==> config.mk <==
export PLATFORM = sky130hd
export DESIGN_NAME = pea_command_parser
export DESIGN_NICKNAME = d
export VERILOG_FILES = /design/src/rtl/pea_pkg.sv /design/src/rtl/pea_command_parser.sv
export SDC_FILE = /design/constraint.sdc
export NUM_CORES = 1
export LEC_CHECK = 0
export CORE_MARGIN = 2
export CORE_UTILIZATION = 56
export DETAILED_ROUTE_END_ITERATION = 12
export GPL_TIMING_DRIVEN = 0
export PLACE_DENSITY = 0.81
export SYNTH_ARGS = -nofsm -noshare
export SYNTH_HDL_FRONTEND = slang
export SYNTH_SLANG_ARGS = --single-unit
==> constraint.sdc <==
create_clock -name clk -period 3.16 [get_ports clk]
set_input_delay 0.632 -clock clk [delete_from_list [all_inputs] [get_ports clk]]
set_output_delay 0.632 -clock clk [all_outputs]
set_load 0.05 [all_outputs]
==> src/rtl/pea_pkg.sv <==
// Shared definitions for the polynomial evaluator front end: opcodes, field layout,
// FSM states and the host frame word-count rule.
package pea_pkg;

    localparam int NUM_A = 8;
    localparam int MAX_N = 10;
    localparam int MAX_B = 32;

    localparam logic [1:0] OP_RST = 2'd0;
    localparam logic [1:0] OP_STP = 2'd1;
    localparam logic [1:0] OP_EVP = 2'd2;
    localparam logic [1:0] OP_EVB = 2'd3;

    localparam logic [1:0] ST_OK        = 2'd0;
    localparam logic [1:0] ST_FRAME_ERR = 2'd1;
    localparam logic [1:0] ST_DROPPED   = 2'd2;

    localparam int OP_W    = 2;
    localparam int A_W     = 3;
    localparam int ARG_W   = 16;
    localparam int WORD_W  = 16;
    localparam int INSTR_W = OP_W + A_W + ARG_W;
    localparam int ARG_LSB = 0;
    localparam int A_LSB   = ARG_LSB + ARG_W;
    localparam int OP_LSB  = A_LSB + A_W;

    // Wide enough for the largest EVB burst (MAX_B-1 words).
    localparam int CNT_W = $clog2(MAX_B);

    localparam logic signed [ARG_W-1:0] MAX_N_S = ARG_W'(MAX_N);
    localparam logic signed [ARG_W-1:0] MAX_B_S = ARG_W'(MAX_B);

    typedef enum logic [2:0] {
        S_HDR,
        S_ARG_HI,
        S_ARG_LO,
        S_ISSUE,
        S_WORD_HI,
        S_WORD_LO,
        S_PUSH
    } state_e;

    // Number of data words following a header; depends on op and signed arg only.
    function automatic logic [CNT_W-1:0] word_count(input logic [OP_W-1:0]  op,
                                                     input logic [ARG_W-1:0] arg);
        logic signed [ARG_W-1:0] s;
        s = $signed(arg);
        word_count = '0;
        if (op == OP_STP && s >= 16'sd0 && s <= MAX_N_S)
            word_count = arg[CNT_W-1:0] + CNT_W'(1);
        else if (op == OP_EVB && s >= 16'sd0 && s < MAX_B_S)
            word_count = arg[CNT_W-1:0];
    endfunction

endpackage

==> src/rtl/pea_command_parser.sv <==
// Byte-serial host command parser: assembles instructions and data words for the
// evaluator FIFOs, discarding data of EVB commands whose coefficient set is empty.
module pea_command_parser
    import pea_pkg::*;
(
    input  logic                clk,
    input  logic                reset,
    input  logic [7:0]          in_data,
    input  logic                in_valid,
    output logic                in_ready,
    output logic [INSTR_W-1:0]  instr_out,
    output logic                instr_we,
    input  logic                instr_full,
    output logic [WORD_W-1:0]   data_out,
    output logic                data_we,
    input  logic                data_full,
    output logic [NUM_A-1:0]    set_mask,
    output logic                frame_err,
    output logic [15:0]         drop_count
);

    state_e               state_q, state_d;
    logic [OP_W-1:0]      op_q, op_d;
    logic [A_W-1:0]       a_q, a_d;
    logic [7:0]           arg_hi_q, arg_hi_d;
    logic [7:0]           word_hi_q, word_hi_d;
    logic [INSTR_W-1:0]   instr_q, instr_d;
    logic [WORD_W-1:0]    data_q, data_d;
    logic [CNT_W-1:0]     words_q, words_d;
    logic                 fwd_q, fwd_d;
    logic [NUM_A-1:0]     mask_q, mask_d;
    logic [15:0]          drop_q, drop_d;
    logic                 frame_err_q, frame_err_d;
    logic [CNT_W-1:0]     issue_words;
    logic                 push_exit;

    assign issue_words = word_count(op_q, instr_q[ARG_LSB +: ARG_W]);

    always_comb begin
        state_d     = state_q;
        op_d        = op_q;
        a_d         = a_q;
        arg_hi_d    = arg_hi_q;
        word_hi_d   = word_hi_q;
        instr_d     = instr_q;
        data_d      = data_q;
        words_d     = words_q;
        fwd_d       = fwd_q;
        mask_d      = mask_q;
        drop_d      = drop_q;
        frame_err_d = 1'b0;
        in_ready    = 1'b0;
        instr_we    = 1'b0;
        data_we     = 1'b0;
        push_exit   = 1'b0;

        case (state_q)
            S_HDR: begin
                in_ready = 1'b1;
                if (in_valid) begin
                    if (in_data[2:0] != 3'd0) begin
                        frame_err_d = 1'b1;
                    end else begin
                        op_d    = in_data[7:6];
                        a_d     = in_data[5:3];
                        state_d = S_ARG_HI;
                    end
                end
            end
            S_ARG_HI: begin
                in_ready = 1'b1;
                if (in_valid) begin
                    arg_hi_d = in_data;
                    state_d  = S_ARG_LO;
                end
            end
            S_ARG_LO: begin
                in_ready = 1'b1;
                if (in_valid) begin
                    instr_d = {op_q, a_q, arg_hi_q, in_data};
                    state_d = S_ISSUE;
                end
            end
            S_ISSUE: begin
                if (!instr_full) begin
                    instr_we = 1'b1;
                    words_d  = issue_words;
                    // Decide forwarding against the mask as the evaluator will see it.
                    fwd_d    = !(op_q == OP_EVB && !mask_q[a_q]);
                    if (op_q == OP_RST)
                        mask_d = '0;
                    else if (op_q == OP_STP && issue_words != '0)
                        mask_d[a_q] = 1'b1;
                    state_d = (issue_words != '0) ? S_WORD_HI : S_HDR;
                end
            end
            S_WORD_HI: begin
                in_ready = 1'b1;
                if (in_valid) begin
                    word_hi_d = in_data;
                    state_d   = S_WORD_LO;
                end
            end
            S_WORD_LO: begin
                in_ready = 1'b1;
                if (in_valid) begin
                    data_d  = {word_hi_q, in_data};
                    state_d = S_PUSH;
                end
            end
            S_PUSH: begin
                if (fwd_q) begin
                    if (!data_full) begin
                        data_we   = 1'b1;
                        push_exit = 1'b1;
                    end
                end else begin
                    push_exit = 1'b1;
                    if (drop_q != 16'hFFFF)
                        drop_d = drop_q + 16'd1;
                end
                if (push_exit) begin
                    words_d = words_q - CNT_W'(1);
                    state_d = (words_q == CNT_W'(1)) ? S_HDR : S_WORD_HI;
                end
            end
            default: state_d = S_HDR;
        endcase
    end

    always_ff @(posedge clk or negedge reset) begin
        if (!reset) begin
            state_q     <= S_HDR;
            op_q        <= '0;
            a_q         <= '0;
            arg_hi_q    <= '0;
            word_hi_q   <= '0;
            instr_q     <= '0;
            data_q      <= '0;
            words_q     <= '0;
            fwd_q       <= 1'b0;
            mask_q      <= '0;
            drop_q      <= '0;
            frame_err_q <= 1'b0;
        end else begin
            state_q     <= state_d;
            op_q        <= op_d;
            a_q         <= a_d;
            arg_hi_q    <= arg_hi_d;
            word_hi_q   <= word_hi_d;
            instr_q     <= instr_d;
            data_q      <= data_d;
            words_q     <= words_d;
            fwd_q       <= fwd_d;
            mask_q      <= mask_d;
            drop_q      <= drop_d;
            frame_err_q <= frame_err_d;
        end
    end

    assign instr_out  = instr_q;
    assign data_out   = data_q;
    assign set_mask   = mask_q;
    assign frame_err  = frame_err_q;
    assign drop_count = drop_q;

endmodule

* Word level (Yosys, flattened, before mapping)
Cells that the tools add are included.
** Word-level totals
- Output and inout bits :: 65
- Memories :: 0
- Bits in latches :: 0
- Bits in registers :: 92
- Word-level logic and storage cells :: 101
- Input bits :: 13
- Memory bits (read-only) :: 0
- Memory bits (writable) :: 0
** Operators by class
- $add $sub $neg :: 3
- Reduce and logical (&&, ||, !) cells :: 26
- $lt $le $gt $ge :: 5
- Mux-type cells :: 33
- Divide/modulo/power cells :: 0
- Eq/ne operators :: 18
- Multiply operators :: 0
- Bitwise operators :: 4
- Shift-type cells :: 0
** Operators with widths (number)
- two-way mux 3 bit :: 10
- case mux 3 bit (7 select lines) :: 1
- two-way mux 5 bit :: 4
- adder 16 x 1 -> 16 bit, second input constant :: 1
- greater-or-equal comparator 16 x 1 -> 1 bit, second input constant :: 1
- less-or-equal comparator 16 x 5 -> 1 bit, second input constant :: 1
- < comparator 16 x 7 -> 1 bit, second input constant :: 1
- two-way mux 8 bit :: 2
- inequality test 16 bit, second input constant :: 1
- inequality test 2 bit, second input constant :: 8
- two-way mux 1 bit :: 13
- AND reduction 3 bit :: 4
- case mux 5 bit (2 select lines) :: 1
- AND reduction 2 bit :: 5
- equality test 3 bit, second input constant :: 3
- OR 8 bit :: 1
- AND reduction 8 bit :: 1
- logical AND 1 bit :: 7
- equality test 3 x 2 -> 1 bit, second input constant :: 2
- adder 5 x 1 -> 5 bit, second input constant :: 1
- equality test 5 x 1 -> 1 bit, second input constant :: 1
- nonzero test 5 bit :: 1
- OR reduction 5 bit :: 1
- subtractor 5 x 1 -> 5 bit, second input constant :: 1
- 13 further kinds :: 17

* Depth between registers and ports, before layout
Gate-level depths: netlist of run 1.
- Depth after elaboration :: 9
- Mapped depth :: 7
- Gate-level depth less buffers :: 7

* Least setup slack after synthesis of run 1
Ideal clock, no wire load.
- Path type :: flip-flop to output port
- Start point :: register state_q[0]
- End point :: output port data_we
- Required time :: 2528 ps
- Slack :: 636 ps
- Buffers on the path :: 0
- Data arrival time :: 1892 ps
- Cell stages (with the launch flop) :: 3
- Cells stage by stage :: dfrtp_1 nand3b_2 nor3b_1
** On the way
- Cells in the longest elaborated chain, start to end :: 2
** RTL lines
- from (decl) :: line pea_command_parser.sv:22 : state_e state_q, state_d;
- from (signal assigned) :: line pea_command_parser.sv:146 : state_q <= state_d;
- equality test 3 bit :: line pea_command_parser.sv:57 : case (state_q)
- two-way mux 1 bit :: line pea_command_parser.sv:57
- to (decl) :: line pea_command_parser.sv:15 : output logic data_we,
Every way passes these cells.

* Worst setup path in the final report of run 1
Same ends and word-level chain as after synthesis.

==> impl_metrics.py, run 1 <==
metrics = {
    "detailed_routing": {
        "drc": 0,
        "num_vias": 3091,
        "drt-initial-drc-count": 314,
        "antenna_left": 0,
        "viasPerCell": 5.682,
        "wl_per_cell_um": 17.15,
        "drt-total-wl_mm": 9.330,
        "first_pass_iters": 4,
    },
    "cells_and_area": {
        "drive_above_1_share": 0.2112,
        "multi_input_area_sq_um": 1812,
        "n_fill_cell": 518,
        "n_antenna_cell": 0,
        "regArea_sq_um": 2302,
        "mostFrequentLayoutCells": "92 x dfrtp_1, 75 x clkdlybuf4s50_1, 56 x mux2_2",
        "num-nets-final": 460,
        "area_growth_syn_to_layout_pct": 26.62,
        "final_common_cell": "dfrtp_1",
    },
    "run_status": {
        "outcome": "finished clean",
    },
    "cts": {
        "clock_sinks": 92,
        "cts_buffers": 9,
        "postCtsSetupRepairBufs": 0,
        "cts-resized-gates": 0,
        "cts.path.max_buffers": 2,
        "cts_tree": "done",
        "cts_hold_buf": 0,
        "clkLatencyLatePin_ps": 350,
        "path_clk_slew_ps": 100,
        "cts_max_level": 3,
        "root_buffer": "clkbuf_8",
    },
    "sta": {
        "hold_violations": 0,
        "max_slew.worst_pin.slew_ps": 824.8,
        "post-route-period-util": 0.9098,
        "rsz0062_at_grt": "no",
        "min_period_ps": 2875,
        "setup_viol": 0,
        "fmax_mhz": 347.8,
        "skew_ps": 12.38,
        "drv_slew": 0,
        "whs_ps": 240.8,
        "slew-limit-headroom": 0.4481,
        "setup_ws_ps": 285.0,
    },
    "synth": {
        "yosysSeqAreaShare": 0.5473,
        "netlist_instances": 352,
        "ys_ff_latch": 92,
        "synthAdderAreaFrac": 0.01785,
        "synthesis.area_sq_um": 4207,
        "syn_avg_cell_area_sq_um": 11.95,
        "synth_compound_area_frac": 0.07168,
        "async_flop_share": 1.000,
        "synth_edf_count": 0,
        "ys_warn_count": 0,
        "synth-main-ff-cell": "dfrtp_1",
        "synthMuxAreaShare": 0.1624,
        "synth_fp_nets": 371,
        "synth_top_family_by_area": "multiplexers",
        "synth_xor_area_frac": 0.03123,
        "synth_simple_gate_area_share": 0.1475,
        "synth_cell_types": 46,
    },
    "global_route": {
        "grt_max_degree": 57,
        "grt_pass1_vias": 3160,
        "gr-total-overflow": 0,
        "grtUsageTotal": 0.2379,
        "antenna_found_initial": 0,
        "grt_pass1_wl_mm": 15.54,
    },
    "die": {
        "num_rows": 31,
        "die_w_um": 90.67,
        "core_area_sq_um": 7253,
        "pin_count": 78,
        "initial_core_util": 0.5800,
        "die_height_um": 90.67,
        "dieArea_sq_um": 8221,
    },
    "critical_path": {
        "timing.rr.start": "state_q[0]",
        "r2r_cells": 4,
        "path_max_fanout": 10,
        "cp-start-kind": "flip-flop",
        "cp_data_arrival_time_ps": 2240,
        "critPathLaunch": "state_q[0]",
        "crit_required_ps": 2530,
        "crit_type": "reg -> out",
        "end_kind": "output port",
    },
    "power": {
        "cellLeakagePower_nw": 2.316,
        "p_per_area_nw_per_um2": 759.8,
        "ir_worst_vdd_v": 0.0006123,
        "power_mw": 4.047,
    },
    "place": {
        "place_congestion": 0.8726,
        "place_ws_ps": 90.94,
        "portBuffers": 77,
        "dpl.hpwl_mm": 6.704,
    },
    "run": {
        "drv_cap": 0,
    },
    "min_path": {
        "min_path_type": "in -> async",
    },
}
## kinds of logic (layout without fill, tap and decap cells)
kind of cell,count (synthesis),after routing
AO/OA/AOI/OAI,49,49
XOR/XNOR,15,15
adder cells (fa/ha/maj),6,6
buffers and inverters,20,113
flip-flops,92,92
multiplexers,60,60
AND/OR/NAND/NOR,110,110
## routing by layer
| layer | GRT usage | part of all wire | vias to the layer above |
|---|---|---|---|
| li1 | - | - | 1438 |
| met1 | 0.3065 | 0.42 | 1523 |
| met2 | 0.3862 | 0.49 | 108 |
| met3 | 0.06010 | 0.065 | 22 |
| met4 | 0.09615 | 0.022 | 0 |
| met5 | 0 | 0 | - |
## synth_stat cells, types with 3 or more instances
library cell	count	area share
inv_1	10	0.0089
nor3_1	8	0.0095
nand3_1	15	0.018
mux2_2	56	0.15
a31oi_1	3	0.0045
and2b_1	4	0.0071
o21ai_1	7	0.0083
nor3_2	3	0.0071
nor2b_1	3	0.0045
or3_1	5	0.0074
dfrtp_1	92	0.55
xnor2_1	12	0.025
nand2b_1	3	0.0045
xor2_1	3	0.0062
a21oi_1	10	0.012
nand2_1	31	0.028
o21ai_0	16	0.019
buf_2	5	0.0059
nor2_1	11	0.0098
mux2i_1	3	0.0071
ha_1	6	0.018
nand4_1	10	0.015
nor4_1	3	0.0045
clkbuf_1	3	0.0027
## worst max-delay path, stage by stage (launching register included)
cell and delay [ps]:
dfrtp_1 460, nand3b_2 360, nor3b_1 240, clkdlybuf4s50_1 830
## sequential cells by signal (all words and copies together), names as in the netlist
| register | cells |
|---|---|
| set_mask | 8 |
| frame_err | 1 |
| instr_out | 21 |
| op_q | 2 |
| data_out | 16 |
| drop_count | 16 |
| arg_hi_q | 8 |
| word_hi_q | 8 |
| fwd_q | 1 |
| a_q | 3 |
| words_q | 5 |
| state_q | 3 |
## area by class of cell
class,instances,share of cell area
flip-flops and latches,92,0.4322
multi-input cells,240,0.3401
repair buffers,78,0.1499
clock buffers,9,0.02326
well taps,99,0.02326
clock inverters,6,0.01386
plain buffers,10,0.01034
inverters,10,0.007047
## worst paths after layout
path | endpoint | slack, ps
min | drop_count[0] | 240
max in group asynchronous | arg_hi_q[4] | 2300
min in group clk | instr_out[14] | 500
max | data_we | 280
min reg2reg | instr_out[14] | 500
max reg2reg | data_out[10] | 1020
## power breakdown
part	leakage (nW)	internal [mW]	switching (mW)
Combinational	1.00	0.618	0.996
Clock	0.0938	0.371	0.422
Sequential	1.22	1.42	0.219
Total	2.32	2.41	1.64
## stage by stage
| stage | setup TNS, ps | cells | utilization | instance area, sq um |
|---|---|---|---|---|
| floorplan | 0 | 352 | - | 4207 |
| global placement | -168210 | 528 | 0.7033 | 5101 |
| detailed placement | 0 | 529 | 0.7067 | 5126 |
| CTS | 0 | 544 | 0.7340 | 5324 |
| global route | 0 | 544 | 0.7343 | 5326 |
| finish | 0 | 544 | 0.7343 | 5326 |
Power figures use the tool's default switching activity.
==> run 2, diff against run 1 <==
--- a/config.mk
+++ b/config.mk
@@ -9,6 +9,7 @@
 export CORE_UTILIZATION = 56
 export DETAILED_ROUTE_END_ITERATION = 12
 export GPL_TIMING_DRIVEN = 0
+export HOLD_SLACK_MARGIN = 0.06
 export PLACE_DENSITY = 0.81
 export SYNTH_ARGS = -nofsm -noshare
 export SYNTH_HDL_FRONTEND = slang
==> results of run 2 <==
No change in the layout: final DEF, timing and power equal those of run 1.
==> run 3, diff against run 2 <==
--- a/config.mk
+++ b/config.mk
@@ -6,11 +6,12 @@
 export NUM_CORES = 1
 export LEC_CHECK = 0
 export CORE_MARGIN = 2
-export CORE_UTILIZATION = 56
+export CORE_UTILIZATION = 58
+export CTS_BUF_LIST = sky130_fd_sc_hd__clkbuf_4
 export DETAILED_ROUTE_END_ITERATION = 12
 export GPL_TIMING_DRIVEN = 0
 export HOLD_SLACK_MARGIN = 0.06
-export PLACE_DENSITY = 0.81
+export PLACE_DENSITY = 0.83
 export SYNTH_ARGS = -nofsm -noshare
 export SYNTH_HDL_FRONTEND = slang
 export SYNTH_SLANG_ARGS = --single-unit
==> run 3 against run 2 <==
Effect of this change: first-iteration DRC count shrank 21%; sequential power is essentially flat; critical endpoint is now instr_we; cell area shrank 1.2%; sequential share of layout area grew 0.53 points; worst hold slack gained 270 ps; clock skew grew 4.9 ps; critical path type is now in -> out; combinational power is essentially flat; setup slack lost 200 ps.
==> impl_metrics.py, run 3 (synthesis gave the netlist of run 1 again) <==
metrics = {
    "global_route": {
        "antenna_found_initial": 0,
        "grt_max_degree": 75,
        "grt_pass1_wl_mm": 14.97,
        "gr-total-overflow": 0,
        "grtUsageTotal": 0.2458,
        "grt_pass1_vias": 3089,
    },
    "power": {
        "ir_worst_vdd_v": 0.0005665,
        "power_mw": 3.839,
        "p_per_area_nw_per_um2": 729.6,
        "cellLeakagePower_nw": 2.276,
    },
    "cts": {
        "cts_max_level": 3,
        "cts.path.max_buffers": 2,
        "cts_hold_buf": 1,
        "cts_tree": "done",
        "cts-resized-gates": 0,
        "clock_sinks": 92,
        "root_buffer": "clkbuf_4",
        "path_clk_slew_ps": 140,
        "postCtsSetupRepairBufs": 0,
        "cts_buffers": 9,
        "clkLatencyLatePin_ps": 440,
    },
    "run_status": {
        "outcome": "finished clean",
    },
    "critical_path": {
        "crit_required_ps": 2530,
        "max_stage_delay_ps": 830,
        "path_cells": "clkdlybuf4s50_1, nor2_1, nand3_1, inv_1, clkdlybuf4s50_1",
        "r2r_cells": 4,
        "cp-start-kind": "primary input",
        "crit_end": "instr_we",
        "path_common_cell": "clkdlybuf4s50_1",
        "reg2reg_to": "data_out[6]",
        "cp_data_arrival_time_ps": 2450,
        "timing.rr.start": "state_q[0]",
        "crit_type": "in -> out",
        "end_kind": "output port",
        "path_max_fanout": 7,
        "critPathSlowestCell": "clkdlybuf4s50_1",
        "critPathLaunch": "instr_full",
        "r2r_setup_slack_ps": 1070,
    },
    "sta": {
        "rsz0062_at_grt": "no",
        "min_period_ps": 3079,
        "slew-limit-headroom": 0.4912,
        "fmax_mhz": 324.8,
        "max_slew.worst_pin.slew_ps": 760.5,
        "setup_viol": 0,
        "post-route-period-util": 0.9743,
        "setup_ws_ps": 81.16,
        "tns_ps": 0,
        "drv_slew": 0,
        "skew_ps": 17.33,
        "hold_violations": 0,
    },
    "die": {
        "die_w_um": 89.16,
        "initial_core_util": 0.5894,
        "core_area_sq_um": 7137,
        "pin_count": 78,
        "dieArea_sq_um": 7950,
        "die_height_um": 89.16,
        "num_rows": 31,
    },
    "detailed_routing": {
        "antenna_left": 0,
        "drc": 0,
        "num_vias": 3114,
        "wl_per_cell_um": 16.58,
        "drt-total-wl_mm": 9.051,
        "first_pass_iters": 4,
        "viasPerCell": 5.703,
        "drt-initial-drc-count": 249,
    },
    "run": {
        "drv_cap": 0,
    },
    "cells_and_area": {
        "num-nets-final": 461,
        "mostFrequentLayoutCells": "92 x dfrtp_1, 76 x clkdlybuf4s50_1, 56 x mux2_2",
        "final_util": 0.7372,
        "n_antenna_cell": 0,
        "area_growth_syn_to_layout_pct": 25.07,
        "largest_reg_flops": 21,
        "drive_above_1_share": 0.2103,
        "final_common_cell": "dfrtp_1",
    },
    "min_path": {
        "min_path_type": "reg -> reg",
        "holdPathStages": 1,
    },
    "place": {
        "portBuffers": 77,
        "place_ws_ps": 95.77,
        "place_congestion": 0.8931,
        "dpl.hpwl_mm": 6.544,
    },
}
-- run 3: worst min-delay path by stage --
stage	slack (ps)	from	end
detailed placement	490	arg_hi_q[3]	arg_hi_q[3]
floorplan	340	reset	a_q[0]
global route	530	word_hi_q[0]	data_out[8]
finish	510	drop_count[15]	drop_count[15]
CTS	510	drop_count[15]	drop_count[15]
global placement	480	drop_count[6]	drop_count[6]
-- run 3: stage by stage --
step / cell area (sq um) / std cells / hold WS, ps
after floorplan: 4207 / 352 / 336.4
after global placement: 5101 / 528 / 479.2
after detailed placement: 5126 / 529 / 492.1
after CTS: 5261 / 546 / 514.3
after global routing: 5261 / 546 / 534.2
final: 5261 / 546 / 509.6
-- run 3: metal layers --
| layer | vias to the layer above | GRT usage | wire length [um] |
|---|---|---|---|
| li1 | 1439 | - | - |
| met1 | 1567 | 0.3280 | 3947 |
| met2 | 96 | 0.4027 | 4470 |
| met3 | 12 | 0.05633 | 511 |
| met4 | 0 | 0.07734 | 121 |
| met5 | - | 0 | 0 |
-- run 3: cell type report --
class	count	area [sq um]
fillers	514	1876
well taps	99	123.9
plain buffers	10	55.05
multi-input cells	240	1812
flip-flops and latches	92	2302
inverters	10	37.54
clock buffers	9	67.56
clock inverters	7	57.56
repair buffers	79	805.8
-- run 3: critical path: cells and delay by family --
| kind | cells | cell delay, ps |
|---|---|---|
| buffers and inverters | 3 | 1430 |
| and+or+nand+nor | 2 | 380 |
-- run 3: power by group --
| part | total [mW] | switching [mW] | internal (mW) |
|---|---|---|---|
| registers | 1.64 | 0.218 | 1.42 |
| clock network | 0.604 | 0.429 | 0.175 |
| logic | 1.60 | 0.979 | 0.618 |
